<file path="config.mk">
export PLATFORM = sky130hd
export DESIGN_NAME = seq_shifter
export DESIGN_NICKNAME = d
export VERILOG_FILES = /design/src/rtl/seq_shifter.sv
export SDC_FILE = /design/constraint.sdc
export NUM_CORES = 1
export LEC_CHECK = 0
export CAP_MARGIN = 20
export CORE_UTILIZATION = 50
export CTS_BUF_LIST = sky130_fd_sc_hd__clkbuf_16
export DETAILED_ROUTE_END_ITERATION = 7
export HOLD_SLACK_MARGIN = 0.15
export PLACE_DENSITY_LB_ADDON = 0.12
export SYNTH_ARGS = -nofsm -noshare
export SYNTH_HDL_FRONTEND = slang
export SYNTH_SLANG_ARGS = --single-unit
</file>
<file path="constraint.sdc">
create_clock -name Clk -period 2.3 [get_ports Clk]
set_input_delay 0.46 -clock Clk [delete_from_list [all_inputs] [get_ports Clk]]
set_output_delay 0.46 -clock Clk [all_outputs]
set_load 0.005 [all_outputs]
</file>
<file path="src/rtl/seq_shifter.sv">
// Multi-cycle shifter: LSR/ASR/LSL/ROR, up to STEP positions per clock.
// Latency ceil(E/STEP)+1 edges after acceptance; start is ignored while busy.
module seq_shifter #(
  parameter int DATAWIDTH  = 8,
  parameter int SHAMTWIDTH = 4,
  parameter int STEP       = 2
) (
  input  logic                        Clk,
  input  logic                        Rst,
  input  logic                        start,
  input  logic signed [DATAWIDTH-1:0] a,
  input  logic [SHAMTWIDTH-1:0]       sh_amt,
  input  logic [1:0]                  mode,
  output logic                        busy,
  output logic                        done,
  output logic signed [DATAWIDTH-1:0] d
);

  localparam int RW = $clog2(DATAWIDTH + 1);

  localparam logic [1:0] MODE_LSR = 2'b00;
  localparam logic [1:0] MODE_ASR = 2'b01;
  localparam logic [1:0] MODE_LSL = 2'b10;

  typedef enum logic {IDLE, SHIFT} state_t;

  state_t               state_q, state_d;
  logic [DATAWIDTH-1:0] work_q, work_d;
  logic [RW-1:0]        rem_q, rem_d;
  logic [1:0]           mode_q, mode_d;
  logic                 done_q, done_d;
  logic [DATAWIDTH-1:0] d_q, d_d;

  logic [31:0]          amt_ext;
  logic [31:0]          eff;
  logic [DATAWIDTH-1:0] shifted;
  logic [RW-1:0]        step_amt;

  function automatic logic [DATAWIDTH-1:0] shift1(input logic [DATAWIDTH-1:0] w,
                                                  input logic [1:0] m);
    case (m)
      MODE_LSR: shift1 = {1'b0, w[DATAWIDTH-1:1]};
      // MSB of the working register still holds the captured sign bit
      MODE_ASR: shift1 = {w[DATAWIDTH-1], w[DATAWIDTH-1:1]};
      MODE_LSL: shift1 = {w[DATAWIDTH-2:0], 1'b0};
      default:  shift1 = {w[0], w[DATAWIDTH-1:1]};
    endcase
  endfunction

  always_comb begin
    amt_ext = 32'(sh_amt);
    if (mode == 2'b11) begin
      eff = amt_ext % 32'(DATAWIDTH);
    end else begin
      eff = (amt_ext > 32'(DATAWIDTH)) ? 32'(DATAWIDTH) : amt_ext;
    end
  end

  always_comb begin
    shifted  = work_q;
    for (int i = 0; i < STEP; i++) begin
      if (i < int'(rem_q)) begin
        shifted = shift1(shifted, mode_q);
      end
    end
    step_amt = (int'(rem_q) > STEP) ? RW'(STEP) : rem_q;
  end

  always_comb begin
    state_d = state_q;
    work_d  = work_q;
    rem_d   = rem_q;
    mode_d  = mode_q;
    done_d  = 1'b0;
    d_d     = d_q;
    case (state_q)
      IDLE: begin
        if (start) begin
          work_d  = a;
          mode_d  = mode;
          rem_d   = RW'(eff);
          state_d = SHIFT;
        end
      end
      default: begin
        if (rem_q == '0) begin
          d_d     = work_q;
          done_d  = 1'b1;
          state_d = IDLE;
        end else begin
          work_d = shifted;
          rem_d  = rem_q - step_amt;
        end
      end
    endcase
  end

  always_ff @(posedge Clk or posedge Rst) begin
    if (Rst) begin
      state_q <= IDLE;
      work_q  <= '0;
      rem_q   <= '0;
      mode_q  <= '0;
      done_q  <= 1'b0;
      d_q     <= '0;
    end else begin
      state_q <= state_d;
      work_q  <= work_d;
      rem_q   <= rem_d;
      mode_q  <= mode_d;
      done_q  <= done_d;
      d_q     <= d_d;
    end
  end

  assign busy = (state_q == SHIFT);
  assign done = done_q;
  assign d    = d_q;

endmodule

</file>
==> out/qor.yml, run 1 <==
synthesis:
  yosys_warnings: 0
  ys_ff_latch: 24
  synth_cells: 128
  seq_area_frac_synth_pct: 44.7
  yosysUniqueCellTypes: 33
  synth.avg_cell_area_um2: 10.5
  syn_area_um2: 1350
  synth_nets: 146
sta:
  min_period_over_period_pct: 80.7
  setup_viol: 0
  worst_pin_slew_ps: 710
  tns_ps: 0
  holdWs_ps: 508
  worst_clock_skew_ps: 2.92
  finalCriticalPeriod_ps: 1860
  fmaxAchievable_ghz: 0.539
  maxSlewHeadroom_pct: 52.3
  hold_viol: 0
  report.final.slew_viol_count: 0
  rsz0062_at_grt: "false"
clock_tree:
  cts_buffers: 3
  cts_setup_buffers: 0
  clock-root-buffer: "clkbuf_16"
  insertion_delay_ps: 260
  path_clk_slew_ps: 60
  cts_tree: "yes"
  ctsHoldBuffers: 0
  clock-sinks: 24
  h-tree-depth: 1
  post_cts_resized: 0
  cts_buffer_depth: 2
cells_and_area:
  layout_common_cells: "26 x clkdlybuf4s50_1, 24 x dfrtp_1, 12 x mux2_2"
  fin_nets: 175
  final_cell_count_no_fill: 186
  area_delta_synth_final_pct: 27.3
  final_common_cell: "clkdlybuf4s50_1"
  diodes: 0
  layout-drive-gt1-share_pct: 19.2
power:
  p_int_mw: 1.62
  swShare_pct: 36.5
  vdd_ir_drop_max_mv: 0.947
  powerDensity_nw_per_um2: 1490
  power_mw: 2.55
  pwr-share-comb_pct: 50.9
  clkPwrFrac_pct: 14.7
  switching_power_mw: 0.932
  p_leak_nw: 0.753
  pwr-share-seq_pct: 34.5
floorplanning:
  num_rows: 18
  start_util_pct: 53.8
  die-height_um: 53.9
  die_area_um2: 2900
  coreArea_um2: 2500
  die_width_um: 53.9
  io_pins: 27
critical_path:
  crit_path_top_delay_cell: "dfrtp_1"
  path_buf_inv: 1
  crit_type: "reg -> out"
  cp_top_family: "flip-flops"
  crit_path_end_kind: "output pin"
  cp.arrival_ps: 1400
  path_cells: "clkdlybuf4s50_1"
  cp_num_cells: 1
  cp-start-kind: "flip-flop"
  r2r_start: "rem_q[1]"
  reg2reg_depth: 4
  startpoint: "busy"
  ff2ff_setup_slack_ps: 470
  cp_data_required_time_ps: 1840
  cp_max_fo: 12
  critPathMaxStageDelay_ps: 570
place:
  io_buffers: 26
  post-dp-hpwl_um: 2090
  gp_congestion: 0.837
  dp_cells: 182
routing:
  via_per_inst: 5.81
  dr_wl_met2_um: 1450
  top_layer_used: "met4"
  vias: 1081
  wirelength_met1_um: 1370
  drt-initial-drc-count: 36
  antenna_left: 0
  dr_wl_met3_um: 126
  routed_wl_um: 2990
  avgRoutedWirePerCell_um: 16.1
  drc_errors: 0
  drt-pass1-iter-count: 4
global_route:
  global_route.usage.total_pct: 23.2
  grt_pass1_wl_um: 4670
  antenna_found_initial: 0
  overflow: 0
  grt_pass1_vias: 1004
  grt_start_max_net_pins: 25
run:
  drv_cap: 0
min_path:
  hold_depth: 1
  hp-start: "d[5]"
  hp-class: "reg -> reg"
run_status:
  status: "finished clean"
-- layout make-up --
type,instances,area [um2]
Clock inverter,1,3.75
Fill cell,190,787
Multi-Input combinational cell,92,683
Inverter,6,22.5
Clock buffer,3,75.1
Timing Repair Buffer,30,290
Sequential cell,24,601
Tap cell,30,37.5
-- power groups by stage --
stage	clock network, mW	logic [mW]	registers (mW)
after floorplan	0	0.974	0.802
after global placement	0	1.26	0.862
after detailed placement	0	1.28	0.878
after CTS	0.379	1.30	0.872
after global routing	0.397	1.42	0.908
final	0.374	1.30	0.879
-- logic make-up (layout without fill, tap and decap cells) --
kind of cell,after synthesis,after routing,share of synthesized area (%)
compound gates,40,40,19.8
simple gates,30,30,10.8
flops,24,24,44.7
mux,20,20,19.0
buf+inv,12,40,4.56
fa+ha+maj,1,1,0.930
other cells,1,1,0.279
-- cells in the mapped netlist, drive strengths merged --
master	count	share of area, %
nand3b	3	1.7
o22a	1	0.65
a221oi	3	2.0
conb	1	0.28
ha	1	0.93
buf	3	2.0
or2	2	0.93
a21bo	1	0.74
a221o	3	2.2
nand2	11	3.1
o2bb2ai	2	1.3
clkbuf	3	0.84
nor2b	2	0.93
a21oi	11	4.1
mux2	20	19
o21bai	1	0.56
a22oi	3	1.7
nor2	7	2.0
or3	1	0.47
nand2b	2	0.93
dfrtp	24	45
o21ai	11	4.4
nor3	1	0.37
o21a	1	0.56
nand4	1	0.47
a32o	1	0.74
a31oi	1	0.47
o22ai	1	0.47
inv	6	1.7
-- sequential cells by signal, summed over array words and instances (netlist names) --
signal / cells
work_q: 8
busy: 1
d: 8
done: 1
mode_q: 2
rem_q: 4
-- per-stage QoR --
step / setup WS, ps / utilization (%) / area [um2]
after global placement: 408 / 65.4 / 1630
after floorplan: 612 / - / 1350
final: 444 / 68.5 / 1710
after detailed placement: 336 / 65.4 / 1630
after global routing: 274 / 68.5 / 1710
after CTS: 457 / 68.5 / 1710
-- layer usage --
layer	up-vias	GRT usage, %
li1	523	-
met1	524	29.7
met2	29	38.9
met3	5	3.39
met4	0	9.21
met5	-	0
-- path summary, 6_finish.rpt --
| check | to |
|---|---|
| setup / recovery | busy |
| setup reg to reg | work_q[4] |
| hold / removal | d[5] |
| min in group asynchronous | d[3] |
| max in group asynchronous | work_q[5] |
| hold reg to reg | d[5] |
(Power assumes the default switching activity.)
==> inputs of run 2 (changes only) <==
--- a/config.mk
+++ b/config.mk
@@ -6,7 +6,7 @@
 export NUM_CORES = 1
 export LEC_CHECK = 0
 export CAP_MARGIN = 20
-export CORE_UTILIZATION = 50
+export CORE_UTILIZATION = 45
 export CTS_BUF_LIST = sky130_fd_sc_hd__clkbuf_16
 export DETAILED_ROUTE_END_ITERATION = 7
 export HOLD_SLACK_MARGIN = 0.15
==> constraint.sdc (replaced) <==
create_clock -name Clk -period 1.5 [get_ports Clk]
set_input_delay 0.3 -clock Clk [delete_from_list [all_inputs] [get_ports Clk]]
set_output_delay 0.3 -clock Clk [all_outputs]
set_load 0.005 [all_outputs]
==> out/qor.yml, run 2 (same netlist as run 1, synthesis figures left out) <==
cells_and_area:
  fill_cells: 211
  layout_common_cells: "26 x buf_4, 25 x clkdlybuf4s50_1, 24 x dfrtp_1"
  regArea_um2: 601
  fin_nets: 201
  layout-drive-gt1-share_pct: 40.7
  post-route-cell-area_um2: 2020
  area_delta_synth_final_pct: 50.1
  multi_input_area_um2: 788
  final_common_cell: "buf_4"
  diodes: 0
  final_cell_count_no_fill: 213
routing:
  dr_wl_met3_um: 234
  dr_wl_met2_um: 1920
  via_per_inst: 5.92
  routed_wl_um: 3820
  drc_errors: 6
  drt-pass1-iter-count: 6
  wirelength_met1_um: 1580
  avgRoutedWirePerCell_um: 17.9
  top_layer_used: "met4"
  drt-initial-drc-count: 47
  antenna_left: 0
  vias: 1260
floorplanning:
  io_pins: 27
  die_area_um2: 3210
  die-height_um: 56.7
  start_util_pct: 47.9
  die_width_um: 56.7
  coreArea_um2: 2810
  num_rows: 19
global_route:
  grt_start_max_net_pins: 25
  grt_pass1_wl_um: 5680
  grt_pass1_vias: 1174
  global_route.usage.total_pct: 23.6
  overflow: 0
  antenna_found_initial: 0
sta:
  rsz0062_at_grt: "true"
  holdWs_ps: 388
  fmaxAchievable_ghz: 0.649
  setup_viol: 10
  report.final.slew_viol_count: 0
  min_period_over_period_pct: 103
  finalCriticalPeriod_ps: 1540
  hold_viol: 0
  worst_clock_skew_ps: 1.08
  worst_slack_ps: -40.8
  tns_ps: -226
clock_tree:
  path_clk_slew_ps: 60
  h-tree-depth: 1
  cts_buffers: 3
  ctsHoldBuffers: 0
  clock-root-buffer: "clkbuf_16"
  cts_tree: "yes"
  cts_buffer_depth: 2
  insertion_delay_ps: 260
  clock-sinks: 24
run_status:
  status: "finished with violations"
  violations: "design-rule violations, negative setup slack"
power:
  power_mw: 4.95
  p_leak_nw: 0.902
  vdd_ir_drop_max_mv: 1.10
  powerDensity_nw_per_um2: 2450
place:
  gp_congestion: 0.835
  io_buffers: 26
  post-dp-hpwl_um: 2500
  place_area_um2: 1810
  dp_cells: 204
critical_path:
  cp.arrival_ps: 1680
  crit_type: "reg -> reg"
  cp_max_fo: 5
  cp-start-kind: "flip-flop"
  ff2ff_setup_slack_ps: -40
  crit_path_end_kind: "flip-flop"
  cp_data_required_time_ps: 1640
run:
  drv_cap: 0
min_path:
  hp-class: "in -> async"
[run 2: what timing repair did]
action / in CTS / in global routing
setup buffers: 2 / 3
pin swaps: 0 / 9
endpoints found under the setup margin: 19 / 18
resized for setup: 7 / 25
gates cloned: 0 / 1
[run 2: layout make-up]
class | count | share of cell area, %
Clock inverter | 1 | 0.186
Tap cell | 31 | 1.92
Timing Repair Buffer | 55 | 24.2
Inverter | 6 | 1.24
Multi-Input combinational cell | 93 | 39.0
Sequential cell | 24 | 29.7
Clock buffer | 3 | 3.72
[run 2: where the power goes]
part / internal [mW] / total (mW) / switching (mW)
registers: 0.968 / 1.27 / 0.303
clock network: 0.357 / 0.595 / 0.238
logic: 1.78 / 3.09 / 1.31
total: 3.10 / 4.95 / 1.85
[run 2: worst paths after layout]
path                             end      from  cells after the start
hold / removal                  d[4]       Rst                      3
min in group Clk                d[3]      d[3]                      1
setup reg to reg                d[0]  rem_q[1]                      3
hold reg to reg                 d[3]      d[3]                      1
max in group asynchronous  mode_q[1]       Rst                      3
setup / recovery                d[0]  rem_q[1]                      3
[run 2: per-stage QoR]
| stage | utilization [%] | setup slack (ps) |
|---|---|---|
| final | 72.0 | -40.8 |
| after global routing | 72.0 | -86.6 |
| after CTS | 68.4 | -113 |
| after detailed placement | 64.4 | -155 |
| after global placement | 64.4 | -107 |
| after floorplan | - | -163 |
[run 2: routing by layer]
metal	vias up	GRT usage (%)
li1	579	-
met5	-	0
met4	0	9.64
met1	618	29.8
met2	56	40.5
met3	7	3.23
[run 2: worst max-delay path, stage by stage, from the launching register on]
cell	delay [ps]
dfrtp_1	380
or3_4	410
or2_4	320
mux2_4	320
